$ cat config.mk
export PLATFORM = sky130hd
export DESIGN_NAME = load_store_unit_flat
export DESIGN_NICKNAME = d
export VERILOG_FILES = /design/src/rtl/lsu_pkg.sv /design/src/rtl/load_store_unit_if.sv /design/src/rtl/byte_lane.sv /design/src/rtl/load_store_unit.sv /design/src/flat_wrapper.sv
export SDC_FILE = /design/constraint.sdc
export NUM_CORES = 1
export LEC_CHECK = 0
export BUFFER_PORTS_ARGS = -buffer_cell sky130_fd_sc_hd__buf_4
export CAP_MARGIN = 0
export CORE_ASPECT_RATIO = 2
export CORE_MARGIN = 4
export CORE_UTILIZATION = 43
export CTS_CLUSTER_DIAMETER = 100
export DETAILED_ROUTE_END_ITERATION = 12
export GPL_ROUTABILITY_DRIVEN = 1
export PLACE_DENSITY = 0.77
export RECOVER_POWER = 100
export SLEW_MARGIN = 40
export SYNTH_ARGS = -nofsm -noshare
export SYNTH_HDL_FRONTEND = slang
export SYNTH_SLANG_ARGS = --single-unit
$ cat constraint.sdc
create_clock -name clk -period 4.4 [get_ports clk]
set_input_delay 1.32 -clock clk [delete_from_list [all_inputs] [get_ports clk]]
set_output_delay 1.32 -clock clk [all_outputs]
set_load 0.01 [all_outputs]
$ cat src/rtl/lsu_pkg.sv
// Shared types and constants for the load/store unit.
package lsu_pkg;

  localparam int DATA_W              = 32;
  localparam int DEPTH_WORDS_DEFAULT = 64;

  typedef enum logic {
    IDLE   = 1'b0,
    RMW_WR = 1'b1
  } state_e;

  typedef enum logic {
    SZ_WORD = 1'b0,
    SZ_BYTE = 1'b1
  } size_e;

endpackage

$ cat src/rtl/load_store_unit_if.sv
// Datapath request bus and data-memory port of the load/store unit.
interface load_store_unit_if;
  import lsu_pkg::*;

  logic              req_valid;
  logic              req_write;
  logic              req_byte;
  logic [DATA_W-1:0] req_addr;
  logic [DATA_W-1:0] req_wdata;
  logic              stall;
  logic [DATA_W-1:0] ld_data;
  logic [DATA_W-1:0] mem_a;
  logic [DATA_W-1:0] mem_wd;
  logic              mem_we;
  logic [DATA_W-1:0] mem_rd;

  // Environment side: datapath issues requests, memory returns read data.
  modport master (
    output req_valid, req_write, req_byte, req_addr, req_wdata, mem_rd,
    input  stall, ld_data, mem_a, mem_wd, mem_we
  );

  // Load/store unit side.
  modport slave (
    input  req_valid, req_write, req_byte, req_addr, req_wdata, mem_rd,
    output stall, ld_data, mem_a, mem_wd, mem_we
  );

endinterface

$ cat src/rtl/byte_lane.sv
// Byte extract (load path) and byte merge (store path) by little-endian lane.
module byte_lane
  import lsu_pkg::*;
(
  input  logic [DATA_W-1:0] word_in,
  input  logic [1:0]        lane,
  input  logic [7:0]        byte_in,
  output logic [7:0]        byte_out,
  output logic [DATA_W-1:0] word_out
);

  // Lane 0 is bits [7:0]; the merged word keeps the other three lanes.
  always_comb begin
    byte_out               = word_in[8*lane +: 8];
    word_out               = word_in;
    word_out[8*lane +: 8]  = byte_in;
  end

endmodule

$ cat src/rtl/load_store_unit.sv
// Load/store unit: word loads/stores pass through, byte loads zero-extend,
// byte stores become a two-cycle read-modify-write, bad accesses are flagged.
module load_store_unit
  import lsu_pkg::*;
#(
  parameter int DEPTH_WORDS = DEPTH_WORDS_DEFAULT
) (
  input  logic                   clk,
  input  logic                   reset,
  load_store_unit_if.slave       bus,
  output logic                   fault,
  output logic [DATA_W-1:0]      fault_addr
);

  localparam logic [DATA_W-1:0] ADDR_LIMIT = DATA_W'(4 * DEPTH_WORDS);

  state_e            state;
  logic [DATA_W-1:0] rmw_addr;
  logic [DATA_W-1:0] rmw_word;

  size_e             size;
  logic              out_of_range;
  logic              misaligned;
  logic              bad;
  logic              accept;
  logic              start_rmw;
  logic [7:0]        lane_byte;
  logic [DATA_W-1:0] merged_word;

  logic              stall_c;
  logic              mem_we_c;
  logic [DATA_W-1:0] ld_data_c;
  logic [DATA_W-1:0] mem_a_c;
  logic [DATA_W-1:0] mem_wd_c;

  byte_lane u_byte_lane (
    .word_in  (bus.mem_rd),
    .lane     (bus.req_addr[1:0]),
    .byte_in  (bus.req_wdata[7:0]),
    .byte_out (lane_byte),
    .word_out (merged_word)
  );

  // Classify the live request; range is checked before alignment.
  always_comb begin
    size         = size_e'(bus.req_byte);
    out_of_range = (bus.req_addr >= ADDR_LIMIT);
    misaligned   = (size == SZ_WORD) && (bus.req_addr[1:0] != 2'b00);
    bad          = bus.req_valid && (out_of_range || misaligned);
    accept       = (state == IDLE) && bus.req_valid && !bad;
    start_rmw    = accept && bus.req_write && (size == SZ_BYTE);
  end

  // Combinational bus outputs; reset forces write enable and stall low.
  always_comb begin
    stall_c   = 1'b0;
    mem_we_c  = 1'b0;
    ld_data_c = '0;
    mem_a_c   = bus.req_addr;
    mem_wd_c  = bus.req_wdata;
    if (state == RMW_WR) begin
      mem_we_c = 1'b1;
      mem_a_c  = rmw_addr;
      mem_wd_c = rmw_word;
    end else if (accept) begin
      unique case ({bus.req_write, size})
        {1'b0, SZ_WORD}: ld_data_c = bus.mem_rd;
        {1'b0, SZ_BYTE}: ld_data_c = {24'b0, lane_byte};
        {1'b1, SZ_WORD}: mem_we_c  = 1'b1;
        {1'b1, SZ_BYTE}: stall_c   = 1'b1;
        default:         ;
      endcase
    end
    if (!reset) begin
      stall_c  = 1'b0;
      mem_we_c = 1'b0;
    end
  end

  assign bus.stall   = stall_c;
  assign bus.mem_we  = mem_we_c;
  assign bus.ld_data = ld_data_c;
  assign bus.mem_a   = mem_a_c;
  assign bus.mem_wd  = mem_wd_c;

  // Control state: RMW sequencing and the sticky first-fault record.
  always_ff @(posedge clk) begin
    if (!reset) begin
      state      <= IDLE;
      fault      <= 1'b0;
      fault_addr <= '0;
    end else begin
      unique case (state)
        IDLE: begin
          if (start_rmw) state <= RMW_WR;
          if (bad && !fault) begin
            fault      <= 1'b1;
            fault_addr <= bus.req_addr;
          end
        end
        RMW_WR: state <= IDLE;
        default: state <= IDLE;
      endcase
    end
  end

  // Capture the merged word and its address for the write-back cycle.
  always_ff @(posedge clk) begin
    if (start_rmw) begin
      rmw_addr <= bus.req_addr;
      rmw_word <= merged_word;
    end
  end

endmodule
$ cat src/flat_wrapper.sv
// flat-port wrapper written by rule: the top's interface ports become plain ports
module load_store_unit_flat import lsu_pkg::*;
#(
  parameter int DEPTH_WORDS = DEPTH_WORDS_DEFAULT
)
  (clk, reset, fault, fault_addr, bus_req_valid, bus_req_write, bus_req_byte, bus_req_addr, bus_req_wdata, bus_mem_rd, bus_stall, bus_ld_data, bus_mem_a, bus_mem_wd, bus_mem_we);
  load_store_unit_if bus_i ();
  input  logic clk;
  input  logic reset;
  output logic fault;
  output logic [DATA_W-1:0] fault_addr;
  input wire logic [$bits(bus_i.req_valid)-1:0] bus_req_valid;
  input wire logic [$bits(bus_i.req_write)-1:0] bus_req_write;
  input wire logic [$bits(bus_i.req_byte)-1:0] bus_req_byte;
  input wire logic [$bits(bus_i.req_addr)-1:0] bus_req_addr;
  input wire logic [$bits(bus_i.req_wdata)-1:0] bus_req_wdata;
  input wire logic [$bits(bus_i.mem_rd)-1:0] bus_mem_rd;
  output wire logic [$bits(bus_i.stall)-1:0] bus_stall;
  output wire logic [$bits(bus_i.ld_data)-1:0] bus_ld_data;
  output wire logic [$bits(bus_i.mem_a)-1:0] bus_mem_a;
  output wire logic [$bits(bus_i.mem_wd)-1:0] bus_mem_wd;
  output wire logic [$bits(bus_i.mem_we)-1:0] bus_mem_we;
  assign bus_i.req_valid = bus_req_valid;
  assign bus_i.req_write = bus_req_write;
  assign bus_i.req_byte = bus_req_byte;
  assign bus_i.req_addr = bus_req_addr;
  assign bus_i.req_wdata = bus_req_wdata;
  assign bus_i.mem_rd = bus_mem_rd;
  assign bus_stall = bus_i.stall;
  assign bus_ld_data = bus_i.ld_data;
  assign bus_mem_a = bus_i.mem_a;
  assign bus_mem_wd = bus_i.mem_wd;
  assign bus_mem_we = bus_i.mem_we;
  load_store_unit #(.DEPTH_WORDS(DEPTH_WORDS)) u_core (.clk(clk), .reset(reset), .bus(bus_i), .fault(fault), .fault_addr(fault_addr));
endmodule
# After elaboration in Yosys (flattened, before gate mapping)
# Cells that the tools add are included.
[word_totals] inputBits=101 output_inout_bits=131 register_bits=98 wordCells=44
[classes] mux=16 bitwise_logic=2 n_eq_ne=3 n_shift=3 addsub=1 reduce_logical=13 magnitude_cmp=1
[ops] operator="$mux W32" n=4
[ops] operator="$pmux W32 S2" n=1
[ops] operator="$neg A5 Y34" n=1
[ops] operator="$shift A8 B34 Y32 const A" n=1
[ops] operator="$shiftx A8 B34 Y32" n=1
[ops] operator="$bwmux W32" n=1
[ops] operator="$ge A32 B9 Y1 const B" n=1
[ops] operator="$shiftx A32 B6 Y8" n=1
[ops] operator="$mux W1" n=9
[ops] operator="$logic_and A1 B1 Y1" n=7
[ops] operator="$eq A2 B2 Y1 const B" n=2
[ops] operator="$eq A2 B1 Y1 const B" n=1
[ops] operator="$logic_not A1 Y1" n=2
[ops] operator="$logic_not A2 Y1" n=1
[ops] operator="$not A1 Y1" n=2
[ops] operator="$pmux W1 S2" n=1
[ops] operator="$reduce_and A2 Y1" n=1
[ops] operator="$reduce_bool A2 Y1" n=1
[ops] operator="$logic_or A1 B1 Y1" n=1

# Depth between registers and ports, before layout
# Gate-level depths: netlist (run 1).
[depth] ltp_word=10 mapped_depth=7 mapped_depth_nobuf=6

# Hierarchy
# A second synthesis (run 1) with hierarchy kept.
[hier_totals] hier_cells=458 area_unflattened_um2=5362.6
[by_module_without_submodules] mod="load_store_unit" seq_area_each_um2=2602.5 instances=1 cells_each=345 area_each_um2=4533.1
[by_module_without_submodules] mod="byte_lane" seq_area_each_um2=0.0 instances=1 cells_each=113 area_each_um2=829.5

# Worst setup path before layout (run 1)
# No wires, ideal clock.
[synth_timing] kind="in2reg" start="input port bus_req_addr[0]" end="register u_core.rmw_addr[0] (enable)" setup_time_ns=0.429 t_required_ns=3.971 arrival_ns=3.859 n_path_buf=1 slack_ns=0.112 cell_stages=6 path_cell_list="buf_2 inv_1 ha_1 o2111ai_1 nor3_1 and3_1"
[synth_via] elab_chain_len=8 elab_cells_between_ends=9 cone_classes="order compare (1); reduce/logical (8)"
[synth_lines] element="start: declaration" line_no="flat_wrapper.sv:15" rtl="input wire logic [$bits(bus_i.req_addr)-1:0] bus_req_addr;"
[synth_lines] element="branches (longest 2 deep; another with $ge A32 B9 Y1)"
[synth_lines] element="$logic_or A1 B1 Y1 *" line_no="load_store_unit.sv:49" rtl="bad = bus.req_valid && (out_of_range || misaligned);"
[synth_lines] element="$logic_and A1 B1 Y1 *" line_no="load_store_unit.sv:49"
[synth_lines] element="$logic_not A1 Y1 *" line_no="load_store_unit.sv:50" rtl="accept = (state == IDLE) && bus.req_valid && !bad;"
[synth_lines] element="$logic_and A1 B1 Y1 *" line_no="load_store_unit.sv:50"
[synth_lines] element="$logic_and A1 B1 Y1 * (2 in a row)" line_no="load_store_unit.sv:51" rtl="start_rmw = accept && bus.req_write && (size == SZ_BYTE);"
[synth_lines] element="net u_core.start_rmw" line_no="load_store_unit.sv:26" rtl="logic start_rmw;"
[synth_lines] element="end signal: assignment" line_no="load_store_unit.sv:110" rtl="rmw_addr <= bus.req_addr;"
[synth_lines] element="end: declaration" line_no="load_store_unit.sv:18" rtl="logic [DATA_W-1:0] rmw_addr;"
# Mark *: on every way through the listed nets, which the timed path passes.
# A chain may end at the register's enable or synchronous reset.

# Worst setup path in the final report (run 1)
[layout_timing] start="input port bus_req_addr[12]" end="output port bus_ld_data[0]"
[layout_via] elab_chain_len=7
[layout_lines] element="$ge A32 B9 Y1" line_no="load_store_unit.sv:47" rtl="out_of_range = (bus.req_addr >= ADDR_LIMIT);"
[layout_lines] element="$logic_or A1 B1 Y1" line_no="load_store_unit.sv:49"
[layout_lines] element="$logic_and A1 B1 Y1" line_no="load_store_unit.sv:49"
[layout_lines] element="$logic_not A1 Y1" line_no="load_store_unit.sv:50"
[layout_lines] element="$logic_and A1 B1 Y1" line_no="load_store_unit.sv:50"
[layout_lines] element="$mux W32" line_no="load_store_unit.sv:65" rtl="end else if (accept) begin"
[layout_lines] element="$mux W32" line_no="load_store_unit.sv:61" rtl="if (state == RMW_WR) begin"
[layout_lines] element="end: declaration" line_no="flat_wrapper.sv:19" rtl="output wire logic [$bits(bus_i.ld_data)-1:0] bus_ld_data;"
# Every way passes these cells.

==> results of run 1 <==
[logic make-up (layout without fill, tap and decap cells)]
kind of cell               count (synthesis)  after routing  synth area share, %
and+or+nand+nor                          154            154                 14.3
muxes                                    110            110                 24.9
DFF                                       98             98                 50.6
buffers and inverters                     62            297                 4.89
AOI/OAI and AO/OA                         40             40                 4.33
adders and majority gates                  4              4                0.974
[final cells by class]
| class | instances | share of cell area [%] |
|---|---|---|
| flip-flops and latches | 98 | 38.0 |
| well taps | 145 | 2.65 |
| inverters | 34 | 1.86 |
| multi-input cells | 308 | 33.9 |
| clock buffers | 10 | 3.49 |
| clock inverters | 6 | 0.712 |
| repair buffers | 247 | 19.5 |
[power breakdown]
part	internal (mW)	switching, mW	total, mW
Clock	0.406	0.352	0.758
Combinational	0.141	0.167	0.308
Sequential	0.999	0.0105	1.01
[layer usage]
| metal | track usage (%) | routed length [µm] |
|---|---|---|
| met3 | 4.05 | 1020 |
| met4 | 11.7 | 732 |
| met2 | 42.1 | 8670 |
| met5 | 0 | 0 |
| met1 | 22.3 | 5200 |
[metrics by stage]
stage | setup TNS [ns] | hold slack [ns] | cell area [µm²]
3_3_place_gp | 0 | 0.446 | 7080
5_1_grt | 0 | 0.484 | 6860
4_1_cts | 0 | 0.461 | 7400
6_report | 0 | 0.460 | 6860
3_5_place_dp | -0.235 | 0.450 | 7090
2_1_floorplan | 0 | 0.479 | 5140
[worst min-delay path: cells and delay by family, from the launching register on]
family,cells,cell delay (ns)
DFF,1,0.31
and+or+nand+nor,1,0.05
muxes,1,0.05
[worst paths after layout]
| check | end | startpoint | slack, ns |
|---|---|---|---|
| max reg2reg | u_core.rmw_addr[26] | u_core.state | 0.89 |
| min reg2reg | u_core.fault_addr[1] | u_core.fault_addr[1] | 0.46 |
| min | u_core.fault_addr[1] | u_core.fault_addr[1] | 0.46 |
| max | bus_ld_data[0] | bus_req_addr[12] | 0.06 |
[sequential cells by signal, indices dropped and copies added (netlist names)]
name / flops
u_core.fault_addr: 32
u_core.rmw_addr: 32
u_core.rmw_word: 32
u_core.fault: 1
u_core.state: 1
[placed cells by master (no fill, tap or decap), types with 2 or more instances in the layout]
cell type | Yosys | routed
clkbuf_1 | 14 | 141
buf_4 | 3 | 103
nand2_1 | 93 | 93
edfxtp_1 | 64 | 64
mux2_2 | 62 | 59
mux2i_1 | 40 | 40
inv_1 | 34 | 34
o21ai_0 | 34 | 34
dfxtp_1 | 34 | 34
and2_1 | 24 | 13
and2_0 | 0 | 11
nor2_1 | 10 | 10
clkbuf_16 | 0 | 9
mux4_2 | 8 | 8
nand3_1 | 9 | 8
ha_1 | 4 | 4
nor4_2 | 3 | 3
mux2_1 | 0 | 3
nor3_1 | 3 | 3
nor4_4 | 0 | 2
nor4_1 | 4 | 2
nor4b_2 | 2 | 2
and3_1 | 2 | 2
o21a_1 | 2 | 2
and4_1 | 2 | 2
inv_6 | 0 | 2
[repair_timing]
item,4_1_cts,5_1_grt
endpoints found under the setup margin,8,9
gates resized for setup,3,3
pin swaps,0,1
setup buffers,0,0
==> reports/metrics.cfg, run 1 <==
[clock_network]
numCtsBuffers = 9
tritoncts = done
cts_root_buf = clkbuf_16
worstSkewPairLatency_ns = 0.34
cts.sinks = 98
htreeDepth = 3
cts.clk_slew.worst_paths_ns = 0.07
cts.path.max_buffers = 2
cts_hold_buf = 0

[worst_setup_path]
path_buf_inv = 3
worst-setup-path-type = in2out
crit_slowest_cell = or4_1
end_kind = output pin
crit_required_ns = 3.08
critPathMaxFanout = 8
cp.depth = 7
start_kind = primary input
crit_arrival_ns = 3.02
crit_top_cell = buf_4
r2r_cells = 5
worstPathCellList = buf_4, nor4_2, o2111ai_2, or4_1, buf_4, nor2_1, buf_4
slowest_delay_ns = 0.51
critPathTopFamily = simple AND/OR/NAND/NOR gates

[global_routing]
grt_pass1_wl_um = 23700
grt_start_max_net_pins = 69
first_global_vias = 4640
antenna_found_initial = 0
track_usage_pct = 22.2
grt_overflow = 0

[placement]
dp_hpwl_um = 12200
port_buffers = 231
placed_cells = 831
place_ws_ns = -0.0719
place_congestion = 0.872

[yosys]
async_flop_share_pct = 0
netlist.top_cell.by_area = edfxtp_1
synth_area_leaders = edfxtp_1, mux2_2, dfxtp_1
synth_seq_cells = 98
synth_edf_count = 64
netlist_instances = 468
ys_warn_count = 0
synth_top_area_share_pct = 37.4
synthesis.nets = 573
synth_cell_types = 29
yosys_most_used_dff = edfxtp_1
syn-mean-instance-area_um2 = 11.0
synth_common_cells = nand2_1, edfxtp_1, mux2_2
ys_seq_area_share_pct = 50.6
yosys.cell_count.top_type = nand2_1
syn_area_um2 = 5140

[final_layout]
postLayoutCoreUtil_pct = 58.6
syn2layout_area_growth_pct = 33.4
fill_cells = 1098
diodes = 0
seqCellArea_um2 = 2600
drive_gt1_share_pct = 28.0
layout.nets = 803
stdcell_count = 848
multi_input_area_um2 = 2320

[power]
power_density_nw_per_um2 = 303
vdd_drop_max_v = 0.000188
power.total_mw = 2.08
p_leak_nw = 2.64

[timing]
rsz0062_at_grt = false
drv_slew = 27
fin_skew_ns = 0.00663
hold_viol = 0
fmax_mhz = 231
period_share_pct = 98.6
fin_crit_ns = 4.34
relSlewSlack_pct = -0.980
finalSetupViolations = 0
worstMarginPinSlew_ns = 1.51
fin_ws_ns = 0.0637

[floorplanning]
core.rowCount = 56
die_w_um = 85.3
core_um2 = 11700
die_area_um2 = 13900
pin_count = 232
initial_utilization_pct = 43.9
dieHeight_um = 163

[status]
violations = max-capacitance violations, max-slew violations
status = finished with violations

[route]
routed_wl_um = 15600
vias = 4360
avgRoutedWirePerCell_um = 18.4
drc = 0
ant_nets = 0
vias_per_cell = 5.14
drtIter0Drc = 163
first_pass_iters = 5

[hold_path]
worstHoldPathType = reg2reg
min_path_cells = 2

[job]
maxCapViolCount = 1

(Power assumes the default switching activity.)
==> run 2: changes to the inputs <==
CORE_ASPECT_RATIO = default   (was 2)
CORE_MARGIN = default   (was 4)
PLACE_DENSITY = 0.84   (was 0.77)
==> reports/metrics.cfg, run 2 (synthesized netlist as in run 1, its figures left out) <==
[status]
status = finished with violations
violations = design-rule violations, max-capacitance violations, max-slew violations

[worst_setup_path]
critPathMaxFanout = 6
worstSetupStartpoint = bus_req_addr[11]
r2r_setup_slack_ns = 2.08
cp-endpoint = bus_ld_data[15]
worst-setup-path-type = in2out
end_kind = output pin
rr_endpoint = u_core.rmw_word[27]
crit_top_cell = buf_4
r2r_cells = 4
crit_arrival_ns = 3.00
reg2reg_from = u_core.state
worstPathCellList = buf_4, nor4_4, o2111ai_2, buf_4, nor4b_4, buf_4, clkbuf_4, and2_1, buf_4
crit_slowest_cell = nor4_4
slowest_delay_ns = 0.34
start_kind = primary input
crit_required_ns = 3.08

[global_routing]
grt_pass1_wl_um = 24200
track_usage_pct = 25.3
antenna_found_initial = 0
first_global_vias = 4388
grt_overflow = 0
grt_start_max_net_pins = 68

[clock_network]
cts.clk_slew.worst_paths_ns = 0.06
cts_hold_buf = 0
numCtsBuffers = 9
cts_root_buf = clkbuf_16
tritoncts = done
cts.sinks = 98
cts.path.max_buffers = 2
worstSkewPairLatency_ns = 0.34
htreeDepth = 3

[route]
vias = 4507
avgRoutedWirePerCell_um = 19.0
vias_per_cell = 5.32
drc = 14
first_pass_iters = 8
drtIter0Drc = 288
routed_wl_um = 16100
ant_nets = 0

[final_layout]
multi_input_area_um2 = 2340
syn2layout_area_growth_pct = 34.4
largestRegisters = u_core.fault_addr (32), u_core.rmw_addr (32), u_core.rmw_word (32)
diodes = 0
layout.nets = 804
drive_gt1_share_pct = 30.4
fill_cells = 1056
seqCellArea_um2 = 2600
postLayoutCoreUtil_pct = 60.0
final_area_um2 = 6910
layout_commonest_cell = clkbuf_1
layout_common_cells = clkbuf_1, buf_4, nand2_1

[floorplanning]
pin_count = 232
core_um2 = 11500
core.rowCount = 39
dieHeight_um = 111
die_area_um2 = 12400
die_w_um = 111
initial_utilization_pct = 44.6

[power]
power_density_nw_per_um2 = 298
vdd_drop_max_v = 0.000240
p_leak_nw = 2.71

[timing]
fin_skew_ns = 0.00655
finalSetupViolations = 0
drv_slew = 9
worstMarginPinSlew_ns = 1.57
fin_crit_ns = 4.32
fmax_mhz = 232
period_share_pct = 98.1
hold_viol = 0
relSlewSlack_pct = -6.26

[placement]
port_buffers = 231
place_congestion = 0.931
dp_hpwl_um = 11700
detailed_place.area_um2 = 7040

[hold_path]
min_path_cells = 2
worstHoldPathType = reg2reg

[job]
maxCapViolCount = 1

-- run 2: area by class of cell --
cell class              instances  share of cell area [%]
repair buffers                248                    19.9
clock buffers                   9                    3.26
clock inverters                 7                   0.779
multi-input cells             308                    33.9
inverters                      34                    1.85
flip-flops and latches         98                    37.7
well taps                     143                    2.59
-- run 2: how the worst min path moves through the flow --
stage | slack (ns) | start | endpoint
after detailed placement | 0.45 | u_core.fault_addr[2] | u_core.fault_addr[2]
after global placement | 0.44 | u_core.fault_addr[18] | u_core.fault_addr[18]
after global routing | 0.48 | u_core.fault_addr[24] | u_core.fault_addr[24]
final | 0.46 | u_core.fault_addr[5] | u_core.fault_addr[5]
after floorplan | 0.48 | u_core.fault_addr[0] | u_core.fault_addr[0]
after CTS | 0.46 | u_core.fault_addr[2] | u_core.fault_addr[2]
-- run 2: repair_timing --
| action | CTS | global route |
|---|---|---|
| resized for setup | 4 | 11 |
| pin swaps | 0 | 4 |
| gates cloned | 0 | 2 |
| setup buffers | 0 | 1 |
| setup endpoints to repair | 10 | 32 |
-- run 2: layer usage --
metal	vias up	part of all wire, %	global-route usage (%)
met4	0	3.1	10.9
met3	38	6.4	3.55
li1	2103	-	-
met1	2176	41	32.7
met2	190	50	42.6
met5	-	0	0
-- run 2: stage by stage --
stage	setup TNS, ns	hold WS (ns)	instances	worst slack (ns)	power (mW)
after CTS	0	0.462	844	0.0425	2.13
after detailed placement	-0.0766	0.447	828	-0.0231	1.39
after floorplan	0	0.479	468	0.112	1.18
after global routing	-0.126	0.485	847	-0.0231	2.13
after global placement	0	0.443	828	0.0546	1.38
final	0	0.459	847	0.0817	2.06
-- run 2: worst max-delay path: cells and delay by family --
| family | cells | cell delay [ns] |
|---|---|---|
| compound gates | 1 | 0.19 |
| buf+inv | 5 | 0.80 |
| simple gates | 3 | 0.68 |
-- run 2: power breakdown --
part	leakage (nW)	switching [mW]	internal (mW)
clock network	0.135	0.349	0.389
registers	0.838	0.0105	0.999
logic	1.74	0.175	0.140
total	2.71	0.534	1.53
